===== src/rtl/cnu_pkg.sv =====
// cnu_pkg: shared types and helper functions for the serial min-sum check
// node unit (cnu_minsum_serial) and its min tracker.
//
// Contents:
//   cnu_state_t  - FSM state encoding {COLLECT, EMIT}
//   maxmag()     - largest magnitude of a two's-complement value of a given width
//   sat_abs()    - saturating absolute value (most negative value -> maxmag)
//   offset_sub() - offset subtraction clamped at zero
//
// The helpers work on 64-bit containers so one definition serves every WIDTH
// parameter. Callers sign-extend into 64 bits and slice the result back down,
// which limits WIDTH to the range 2..63.
package cnu_pkg;

    typedef enum logic {
        COLLECT = 1'b0,
        EMIT    = 1'b1
    } cnu_state_t;

    localparam int CNU_MAXW = 64;

    // 2^(width-1) - 1
    function automatic logic [63:0] maxmag(input int width);
        return (64'd1 << (width - 1)) - 64'd1;
    endfunction

    // x is the operand sign-extended to 64 bits. The only value whose negation
    // exceeds maxmag is -2^(width-1); it saturates instead of wrapping.
    function automatic logic [63:0] sat_abs(input logic [63:0] x, input int width);
        logic [63:0] neg;
        neg = ~x + 64'd1;
        if (!x[63]) return x;
        if (neg > maxmag(width)) return maxmag(width);
        return neg;
    endfunction

    // Offset min-sum magnitude: never wraps below zero.
    function automatic logic [63:0] offset_sub(input logic [63:0] m, input logic [63:0] off);
        return (m > off) ? (m - off) : 64'd0;
    endfunction

endpackage


===== src/rtl/cnu_min_tracker.sv =====
// cnu_min_tracker: running two-minimum search over one check-node frame.
//
// Keeps the smallest magnitude (min1), the second smallest (min2), the edge
// index of min1 (idx) and the XOR of all input signs (parity).
//
// Ports:
//   clk, rst  - clock, asynchronous active-low reset
//   clr       - return to the empty-frame state (min1 = min2 = MAXMAG)
//   en        - fold one message (mag, sign, pos) into the running result
//   mag       - saturated magnitude, WIDTH-1 bits unsigned
//   sign      - message sign bit
//   pos       - edge index of the message
//   min1/min2/idx/parity - registered results
//
// Strict comparisons: a tie with min1 keeps the earlier index and lands in min2,
// so min2 may equal min1.
module cnu_min_tracker
    import cnu_pkg::*;
#(
    parameter int DEGREE = 6,
    parameter int WIDTH  = 32
) (
    input  logic                      clk,
    input  logic                      rst,
    input  logic                      clr,
    input  logic                      en,
    input  logic [WIDTH-2:0]          mag,
    input  logic                      sign,
    input  logic [$clog2(DEGREE)-1:0] pos,
    output logic [WIDTH-2:0]          min1,
    output logic [WIDTH-2:0]          min2,
    output logic [$clog2(DEGREE)-1:0] idx,
    output logic                      parity
);

    localparam logic [63:0]      MAX64  = maxmag(WIDTH);
    localparam logic [WIDTH-2:0] MAXMAG = MAX64[WIDTH-2:0];

    always_ff @(posedge clk or negedge rst) begin
        if (!rst) begin
            min1   <= MAXMAG;
            min2   <= MAXMAG;
            idx    <= '0;
            parity <= 1'b0;
        end else if (clr) begin
            min1   <= MAXMAG;
            min2   <= MAXMAG;
            idx    <= '0;
            parity <= 1'b0;
        end else if (en) begin
            parity <= parity ^ sign;
            if (mag < min1) begin
                min2 <= min1;
                min1 <= mag;
                idx  <= pos;
            end else if (mag < min2) begin
                min2 <= mag;
            end
        end
    end

endmodule


===== src/rtl/cnu_minsum_serial.sv =====
// cnu_minsum_serial: serial min-sum LDPC check node unit.
//
// Collects DEGREE signed Q messages (one per q handshake), then emits DEGREE
// R messages (one per r handshake) in the same edge order. R for edge i carries
// the minimum magnitude over all other edges and the product of their signs.
//
// Handshake semantics (both ports): a transfer happens on a rising clk edge
// where valid and ready are both high. The producer holds data stable while
// valid is high and ready is low. q_ready is high only while collecting;
// r_valid is high only while emitting.
//
// Ports:
//   clk       - clock, rising edge
//   rst       - asynchronous active-low reset
//   q_in      - signed Q message, WIDTH bits
//   q_valid   - q_in valid
//   q_ready   - unit can accept q_in
//   r_out     - signed R message, WIDTH bits
//   r_idx     - edge index of r_out
//   r_valid   - r_out valid
//   r_ready   - downstream accepts r_out
//   r_last    - r_out is edge DEGREE-1
//   dbg_state - FSM state (0 = COLLECT, 1 = EMIT)
//
// Build option: define CNU_OFFSET_EN for offset min-sum (emitted magnitude is
// reduced by OFFSET, clamped at zero). Without it the unit is plain min-sum and
// OFFSET has no effect.
//
// WIDTH must lie in 2..63 and DEGREE must be >= 2.
module cnu_minsum_serial
    import cnu_pkg::*;
#(
    parameter int DEGREE = 6,
    parameter int WIDTH  = 32,
    parameter int OFFSET = 1
) (
    input  logic                      clk,
    input  logic                      rst,
    input  logic [WIDTH-1:0]          q_in,
    input  logic                      q_valid,
    output logic                      q_ready,
    output logic [WIDTH-1:0]          r_out,
    output logic [$clog2(DEGREE)-1:0] r_idx,
    output logic                      r_valid,
    input  logic                      r_ready,
    output logic                      r_last,
    output logic                      dbg_state
);

    localparam int             IW   = $clog2(DEGREE);
    localparam int             MW   = WIDTH - 1;
    localparam logic [IW-1:0]  LAST = IW'(DEGREE - 1);

    cnu_state_t         state, state_n;
    logic [IW-1:0]      cnt, cnt_n;
    logic               q_ready_n, r_valid_n;
    logic               trk_en, trk_clr;
    logic [DEGREE-1:0]  signs;

    logic [MW-1:0]      min1, min2;
    logic [IW-1:0]      idx;
    logic               parity;

    // ---------------- input magnitude ----------------
    logic [63:0]        q_ext, abs64;
    logic [MW-1:0]      mag;

    assign q_ext = {{(CNU_MAXW - WIDTH){q_in[WIDTH-1]}}, q_in};
    assign abs64 = sat_abs(q_ext, WIDTH);
    assign mag   = abs64[MW-1:0];

    // ---------------- FSM: state register ----------------
    always_ff @(posedge clk or negedge rst) begin
        if (!rst) begin
            state   <= COLLECT;
            cnt     <= '0;
            q_ready <= 1'b0;
            r_valid <= 1'b0;
        end else begin
            state   <= state_n;
            cnt     <= cnt_n;
            q_ready <= q_ready_n;
            r_valid <= r_valid_n;
        end
    end

    // ---------------- FSM: next state ----------------
    always_comb begin
        state_n   = state;
        cnt_n     = cnt;
        q_ready_n = q_ready;
        r_valid_n = r_valid;
        trk_en    = 1'b0;
        trk_clr   = 1'b0;
        case (state)
            COLLECT: begin
                // q_ready comes up on the first edge after reset release and
                // stays up until the last Q of the frame is taken.
                q_ready_n = 1'b1;
                if (q_valid && q_ready) begin
                    trk_en = 1'b1;
                    if (cnt == LAST) begin
                        cnt_n     = '0;
                        q_ready_n = 1'b0;
                        r_valid_n = 1'b1;
                        state_n   = EMIT;
                    end else begin
                        cnt_n = cnt + IW'(1);
                    end
                end
            end
            EMIT: begin
                if (r_valid && r_ready) begin
                    if (cnt == LAST) begin
                        cnt_n     = '0;
                        r_valid_n = 1'b0;
                        q_ready_n = 1'b1;
                        trk_clr   = 1'b1;
                        state_n   = COLLECT;
                    end else begin
                        cnt_n = cnt + IW'(1);
                    end
                end
            end
            default: begin
                state_n = COLLECT;
            end
        endcase
    end

    // ---------------- sign register ----------------
    always_ff @(posedge clk or negedge rst) begin
        if (!rst) begin
            signs <= '0;
        end else if (trk_clr) begin
            signs <= '0;
        end else if (trk_en) begin
            signs[cnt] <= q_in[WIDTH-1];
        end
    end

    // ---------------- min tracker ----------------
    cnu_min_tracker #(
        .DEGREE (DEGREE),
        .WIDTH  (WIDTH)
    ) u_trk (
        .clk    (clk),
        .rst    (rst),
        .clr    (trk_clr),
        .en     (trk_en),
        .mag    (mag),
        .sign   (q_in[WIDTH-1]),
        .pos    (cnt),
        .min1   (min1),
        .min2   (min2),
        .idx    (idx),
        .parity (parity)
    );

    // ---------------- output mux ----------------
    // Everything below depends only on registers, so r_out/r_idx/r_last hold
    // steady while the downstream stalls. Gating with r_valid keeps the outputs
    // at zero outside EMIT, including during reset.
    logic [MW-1:0]      m_sel, m_emit;
    logic [63:0]        m64, em64;
    logic               s_out;
    logic [WIDTH-1:0]   mag_w, r_val;

    assign m_sel = (cnt == idx) ? min2 : min1;
    assign m64   = {{(CNU_MAXW - MW){1'b0}}, m_sel};

`ifdef CNU_OFFSET_EN
    assign em64 = offset_sub(m64, 64'(OFFSET));
`else
    localparam int unused_offset = OFFSET;
    assign em64 = m64;
`endif

    assign m_emit = em64[MW-1:0];
    assign s_out  = parity ^ signs[cnt];
    assign mag_w  = {1'b0, m_emit};

    always_comb begin
        r_val = '0;
        if (m_emit != '0) begin
            // m_emit <= MAXMAG, so the negation cannot overflow.
            r_val = s_out ? (~mag_w + WIDTH'(1)) : mag_w;
        end
    end

    assign r_out     = r_valid ? r_val : '0;
    assign r_idx     = r_valid ? cnt : '0;
    assign r_last    = r_valid & (cnt == LAST);
    assign dbg_state = state;

    logic unused_bits;
    assign unused_bits = ^{abs64[63:MW], em64[63:MW]};

endmodule


===== config.mk =====
export PLATFORM = sky130hd
export DESIGN_NAME = cnu_minsum_serial
export DESIGN_NICKNAME = d
export VERILOG_FILES = /design/src/rtl/cnu_pkg.sv /design/src/rtl/cnu_min_tracker.sv /design/src/rtl/cnu_minsum_serial.sv
export SDC_FILE = /design/constraint.sdc
export NUM_CORES = 1
export LEC_CHECK = 0
export BUFFER_PORTS_ARGS = -buffer_cell sky130_fd_sc_hd__buf_2
export CORE_MARGIN = 3
export CORE_UTILIZATION = 60
export DETAILED_ROUTE_END_ITERATION = 10
export GPL_ROUTABILITY_DRIVEN = 1
export GPL_TIMING_DRIVEN = 0
export PLACE_DENSITY = 0.9
export SLEW_MARGIN = 20
export SYNTH_ARGS = -nofsm -noshare
export SYNTH_HDL_FRONTEND = slang
export SYNTH_SLANG_ARGS = --single-unit

===== constraint.sdc =====
create_clock -name clk -period 10.1 [get_ports clk]
set_input_delay 2.02 -clock clk [delete_from_list [all_inputs] [get_ports clk]]
set_output_delay 2.02 -clock clk [all_outputs]
set_load 0.02 [all_outputs]

* Yosys cells after proc, flatten, opt, wreduce, memory -nomap -nowiden *
Index checks and enable logic that the tools add are counted.

storage, ports and cells
  register bits = 78
  input port bits = 36
  output and inout bits = 39
  word-level logic and storage cells = 92

operators by class
  $add $sub $neg = 3
  $lt $le $gt $ge = 5
  eq/ne operators = 6
  muxes and demuxes = 51
  bitwise logic cells = 6
  reduce and logical (&&, ||, !) cells = 12

operator list
  operator                                                          number
  2-to-1 mux 31 bit                                                 12
  2-to-1 mux 32 bit                                                 3
  adder 64 x 1 -> 64 bit (second input constant)                    1
  greater-than comparator 64 x 31 -> 1 bit (second input constant)  1
  inverter 64 bit                                                   1
  less-than comparator 31 bit                                       2
  adder 32 x 1 -> 32 bit (second input constant)                    1
  inverter 31 -> 32 bit                                             1
  nonzero test 31 bit                                               1
  2-to-1 mux 3 bit                                                  7
  2-to-1 mux 1 bit                                                  20
  2-to-1 mux 6 bit                                                  2
  AND reduction 2 bit                                               4
  bitwise mux 6 bit                                                 1
  one-hot mux 1 bit (2 select lines)                                3
  one-hot mux 3 bit (2 select lines)                                1
  less-than comparator 3 x 4 -> 1 bit (second input constant)       1
  != test 2 x 1 -> 1 bit (second input constant)                    2
  != test 2 bit (second input constant)                             2
  AND reduction 4 bit                                               1
  nonzero test 2 bit                                                2
  adder 3 x 1 -> 3 bit (second input constant)                      1
  binary-select mux 1 bit (select 3 bit)                            1
  demux 1 bit (select 3 bit)                                        1
  other kinds (8)                                                   11

* Depth between registers and ports, before layout *
  depth after elaboration = 12
  mapped depth = 22
  mapped depth without buffers = 18

* By module *
From an unflattened synthesis, not the netlist that was laid out.

unflattened totals
  cells, all modules = 1,021
  area, all modules = 8,219.1 µm²

by module, submodules not included
  module             times used  cells each  area an instance (µm²)
  cnu_min_tracker    1           501         4,715.8
  cnu_minsum_serial  1           520         3,503.4

* Worst setup path after synthesis *
OpenSTA, ideal clock, no wires.

  path type = input port to flip-flop
  from = input port q_in[9]
  to = register u_trk.min2[10]
  setup time = 91 ps
  arrival time = 6,804 ps
  data required time = 10,009 ps
  setup slack = 3,204 ps
  stages on the path = 20
  path buffers = 3
  cell sequence = or4_4 -> nor4_4 -> nand3_1 -> or3_1 -> ha_1 -> nor2b_1 -> clkbuf_1 -> nand2_1 -> o21ai_0 -> o21ai_1 -> ha_1 -> a21oi_1 -> o21ai_0 -> a221o_1 -> a2111o_1 -> buf_2 -> a211o_1 -> buf_2 -> a221oi_2 -> o21ai_1

between the ends
  cells in the longest elaborated chain, start to end = 11
  elaborated cells on any way between the ends = 17
  those cells by class = add/sub (1); order compare (3); mux (10); bitwise (1); reduce/logical (2)

ends and longest elaborated chain
  what                                                                     line                                          source
  from (decl)                                                              cnu_minsum_serial.sv:39                       input logic [WIDTH-1:0] q_in,
  inverter 64 bit                                                          cnu_pkg.sv:31                                 neg = ~x + 64'd1;
  adder 64 x 1 -> 64 bit                                                   cnu_pkg.sv:31
  greater-than comparator 64 x 31 -> 1 bit                                 cnu_pkg.sv:33                                 if (neg > maxmag(width)) return maxmag(width);
  2-to-1 mux 1 bit (2 in series)                                           cnu_pkg.sv:33
  2-to-1 mux 31 bit                                                        cnu_pkg.sv:34                                 return neg;
  2-to-1 mux 31 bit (*)                                                    cnu_pkg.sv:33
  less-than comparator 31 bit / 2-to-1 mux 31 bit (equally long branches)  cnu_min_tracker.sv:52, cnu_min_tracker.sv:56
  2-to-1 mux 31 bit                                                        cnu_min_tracker.sv:52                         if (mag < min1) begin
  2-to-1 mux 31 bit                                                        cnu_min_tracker.sv:50                         end else if (en) begin
  2-to-1 mux 31 bit                                                        cnu_min_tracker.sv:45                         end else if (clr) begin
  to (signal assigned)                                                     cnu_min_tracker.sv:53                         min2 <= min1;
  to (signal assigned)                                                     cnu_min_tracker.sv:57                         min2 <= mag;
  to (decl)                                                                cnu_min_tracker.sv:31                         output logic [WIDTH-2:0] min2,

Every way passes the cells marked *; elsewhere a longest branch is shown, timed or not. The select of a mux whose other input is x is not followed.
A chain may end at the register's enable or synchronous reset.

* Worst setup path after layout *
  from = input port q_in[5]
  to = register u_trk.min2[0]

The elaborated chain is that of the path after synthesis.

==> out/metrics.cfg <==
[clock_tree]
cts_resized = 0
clock_latency_ps = 360
cts_hold_buf = 0
cts.sinks = 78
h-tree-depth = 3
cts_tree = done
clk_path_buf_depth = 2
post_cts_buffers = 0
cts_buffers = 9
cts-root-buf = clkbuf_16
clkSlewWorstSetupHoldPaths_ps = 70

[die]
row_count = 41
dieWidth_um = 121
core_sq_um = 12700
dieArea_sq_um = 14500
num_io_pins = 75
die_h_um = 121
start_util_pct = 61.9

[worst_setup_path]
cp-end-kind = flip-flop
worstReg2RegEnd = u_trk.min2[0]
critPathRequiredTime_ps = 10360
r2r_cells = 10
reg2reg_slack_ps = 6500
critPathMaxFanout = 10
start_kind = input pin
worstSetupPathType = in2reg
arrival_ps = 8540
r2r_start = u_trk.min1[13]

[hold_path]
holdPathEnd = signs[4]
hold_depth = 2
worstHoldStart = signs[4]
worst_hold_path_type = reg2reg

[synth]
ys_types = 64
synth_edf_count = 0
syn_area_per_cell_sq_um = 7.93
yosys_register_bits = 78
yosysWarnings = 0
syn_nets = 1092
async_reset_ff_share_pct = 100
seq_area_frac_synth_pct = 25.8
synthFlopType = dfstp_2
netlist_area_sq_um = 7870
netlist_instances = 993

[sta]
hold_violations = 0
final.period_utilization_pct = 82.0
skew_ps = 11.3
timing.fmax_ghz = 0.121
rsz0062_at_grt = false
maxSlewHeadroom_pct = 28.9
maxSlewViolCount = 0
fin_tns_setup_ps = 0
post-route-min-period_ps = 8280
setup_viol = 0
tightest_slew_ps = 1040

[global_route]
gr-max-usage-layer = met2
gr-usage-met2_pct = 57.0
grt.overflow.total = 0
grt_max_degree = 41
grt_pass1_vias = 8260
grtUsageMet3_pct = 11.7
grt_pass1_wl_um = 43200
grt_antenna_before_repair = 0
met1_usage_pct = 48.2
grt_usage_pct = 38.0

[cells_and_area]
drive_above_1_share_pct = 21.2
area_delta_synth_final_pct = 11.8
diodes = 0
layout_common_cells = buf_2 (94), nor2_1 (92), nand2_1 (88), inv_1 (68), a21oi_1 (66)
fin_nets = 1176
final_common_cell = buf_2

[route]
drc = 0
drtAntennaViolNets = 0
via_count = 8703
drt_iter0_markers = 1194
firstDrtPassIters = 6
wl_per_cell_um = 21.8
wirelength_um = 27300
avgViaCountPerCell = 6.94

[place]
gp_congestion = 1.02
dp.final_hpwl_um = 20300
port_buffers = 72

[job]
max-cap-violations = 0

[outcome]
status = finished, final reports clean

worst max path at each step:
| stage | from | cells after the start | end |
|---|---|---|---|
| 6_report | q_in[5] | 20 | u_trk.min2[0] |
| 4_1_cts | q_in[5] | 20 | u_trk.min2[0] |
| 3_3_place_gp | q_in[5] | 20 | u_trk.min2[0] |
| 5_1_grt | q_in[5] | 21 | u_trk.min2[5] |
| 2_1_floorplan | q_in[9] | 20 | u_trk.min2[10] |
| 3_5_place_dp | q_in[5] | 20 | u_trk.min2[0] |
layer usage:
metal,share of wire (%),wire [um],vias up
li1,-,-,3859
met1,37,10200,4059
met2,45,12200,627
met3,12,3290,158
met4,6.0,1650,0
met5,0,0,-
registers in the layout, summed over array words and instances (netlist names):
signal	count
q_ready	1
cnt	3
u_trk.min1	31
r_valid	1
signs	6
u_trk.idx	3
u_trk.parity	1
u_trk.min2	31
dbg_state	1
synthesized netlist by cell type (19+ instances only):
cell type  instances  area (sq um)
nor2_1            92           345
ha_1              63           788
o21ai_0           48           240
o211ai_1          36           270
nand3_1           34           170
inv_1             68           255
nor3_1            49           245
nand2_1           88           330
o21ai_1           27           135
a21oi_1           66           330
a221oi_2          19           285
buf_2             23           115
clkbuf_1          31           116
a211oi_1          30           225
a31oi_1           20           125
dfstp_2           62          1630
area by class of cell:
class | count | area [sq um]
Sequential cell | 78 | 2030
Timing Repair Buffer | 73 | 383
Fill cell | 1097 | 3920
Multi-Input combinational cell | 783 | 5260
Inverter | 68 | 255
Clock buffer | 10 | 239
Clock inverter | 6 | 93.8
Buffer | 64 | 322
Tap cell | 172 | 215
critical path: stages:
cell and delay, ps:
buf_2 110, or3_1 470, nor4_1 600, nand3_1 170, or3_1 360, ha_1 300, nor2b_1 200, clkbuf_1 480
nand2_1 400, o21ai_0 260, o21ai_0 310, ha_1 450, a21oi_1 80, a2111oi_0 500, o21ai_0 210, o211ai_2 630
a21o_1 270, buf_2 360, mux2i_1 240, o211ai_1 100
cells by family (layout without fill, tap and decap cells):
kind of cell	after synthesis	after routing	synth area share, %
AOI/OAI and AO/OA	319	319	28.4
xor gates and xnor gates	34	34	3.78
adders and majority gates	63	63	10.0
buffers and inverters	132	221	7.33
DFF	78	78	25.8
muxes	25	25	3.50
and+or+nand+nor	342	342	21.2
through the flow:
step                area (sq um)  hold WS, ps  std cells  setup slack (ps)  util [%]
floorplan                   7870          460        993              3200         -
global placement            8450          483       1237              1930      66.4
detailed placement          8470          487       1238              1820      66.6
CTS                         8800          501       1254              2160      69.2
global route                8800          514       1254              1630      69.2
finish                      8800          501       1254              1820      69.2
Power is left out: the tool's default activity adds up to more than one toggle a clock period on the data nets, which glitch-free logic cannot reach.
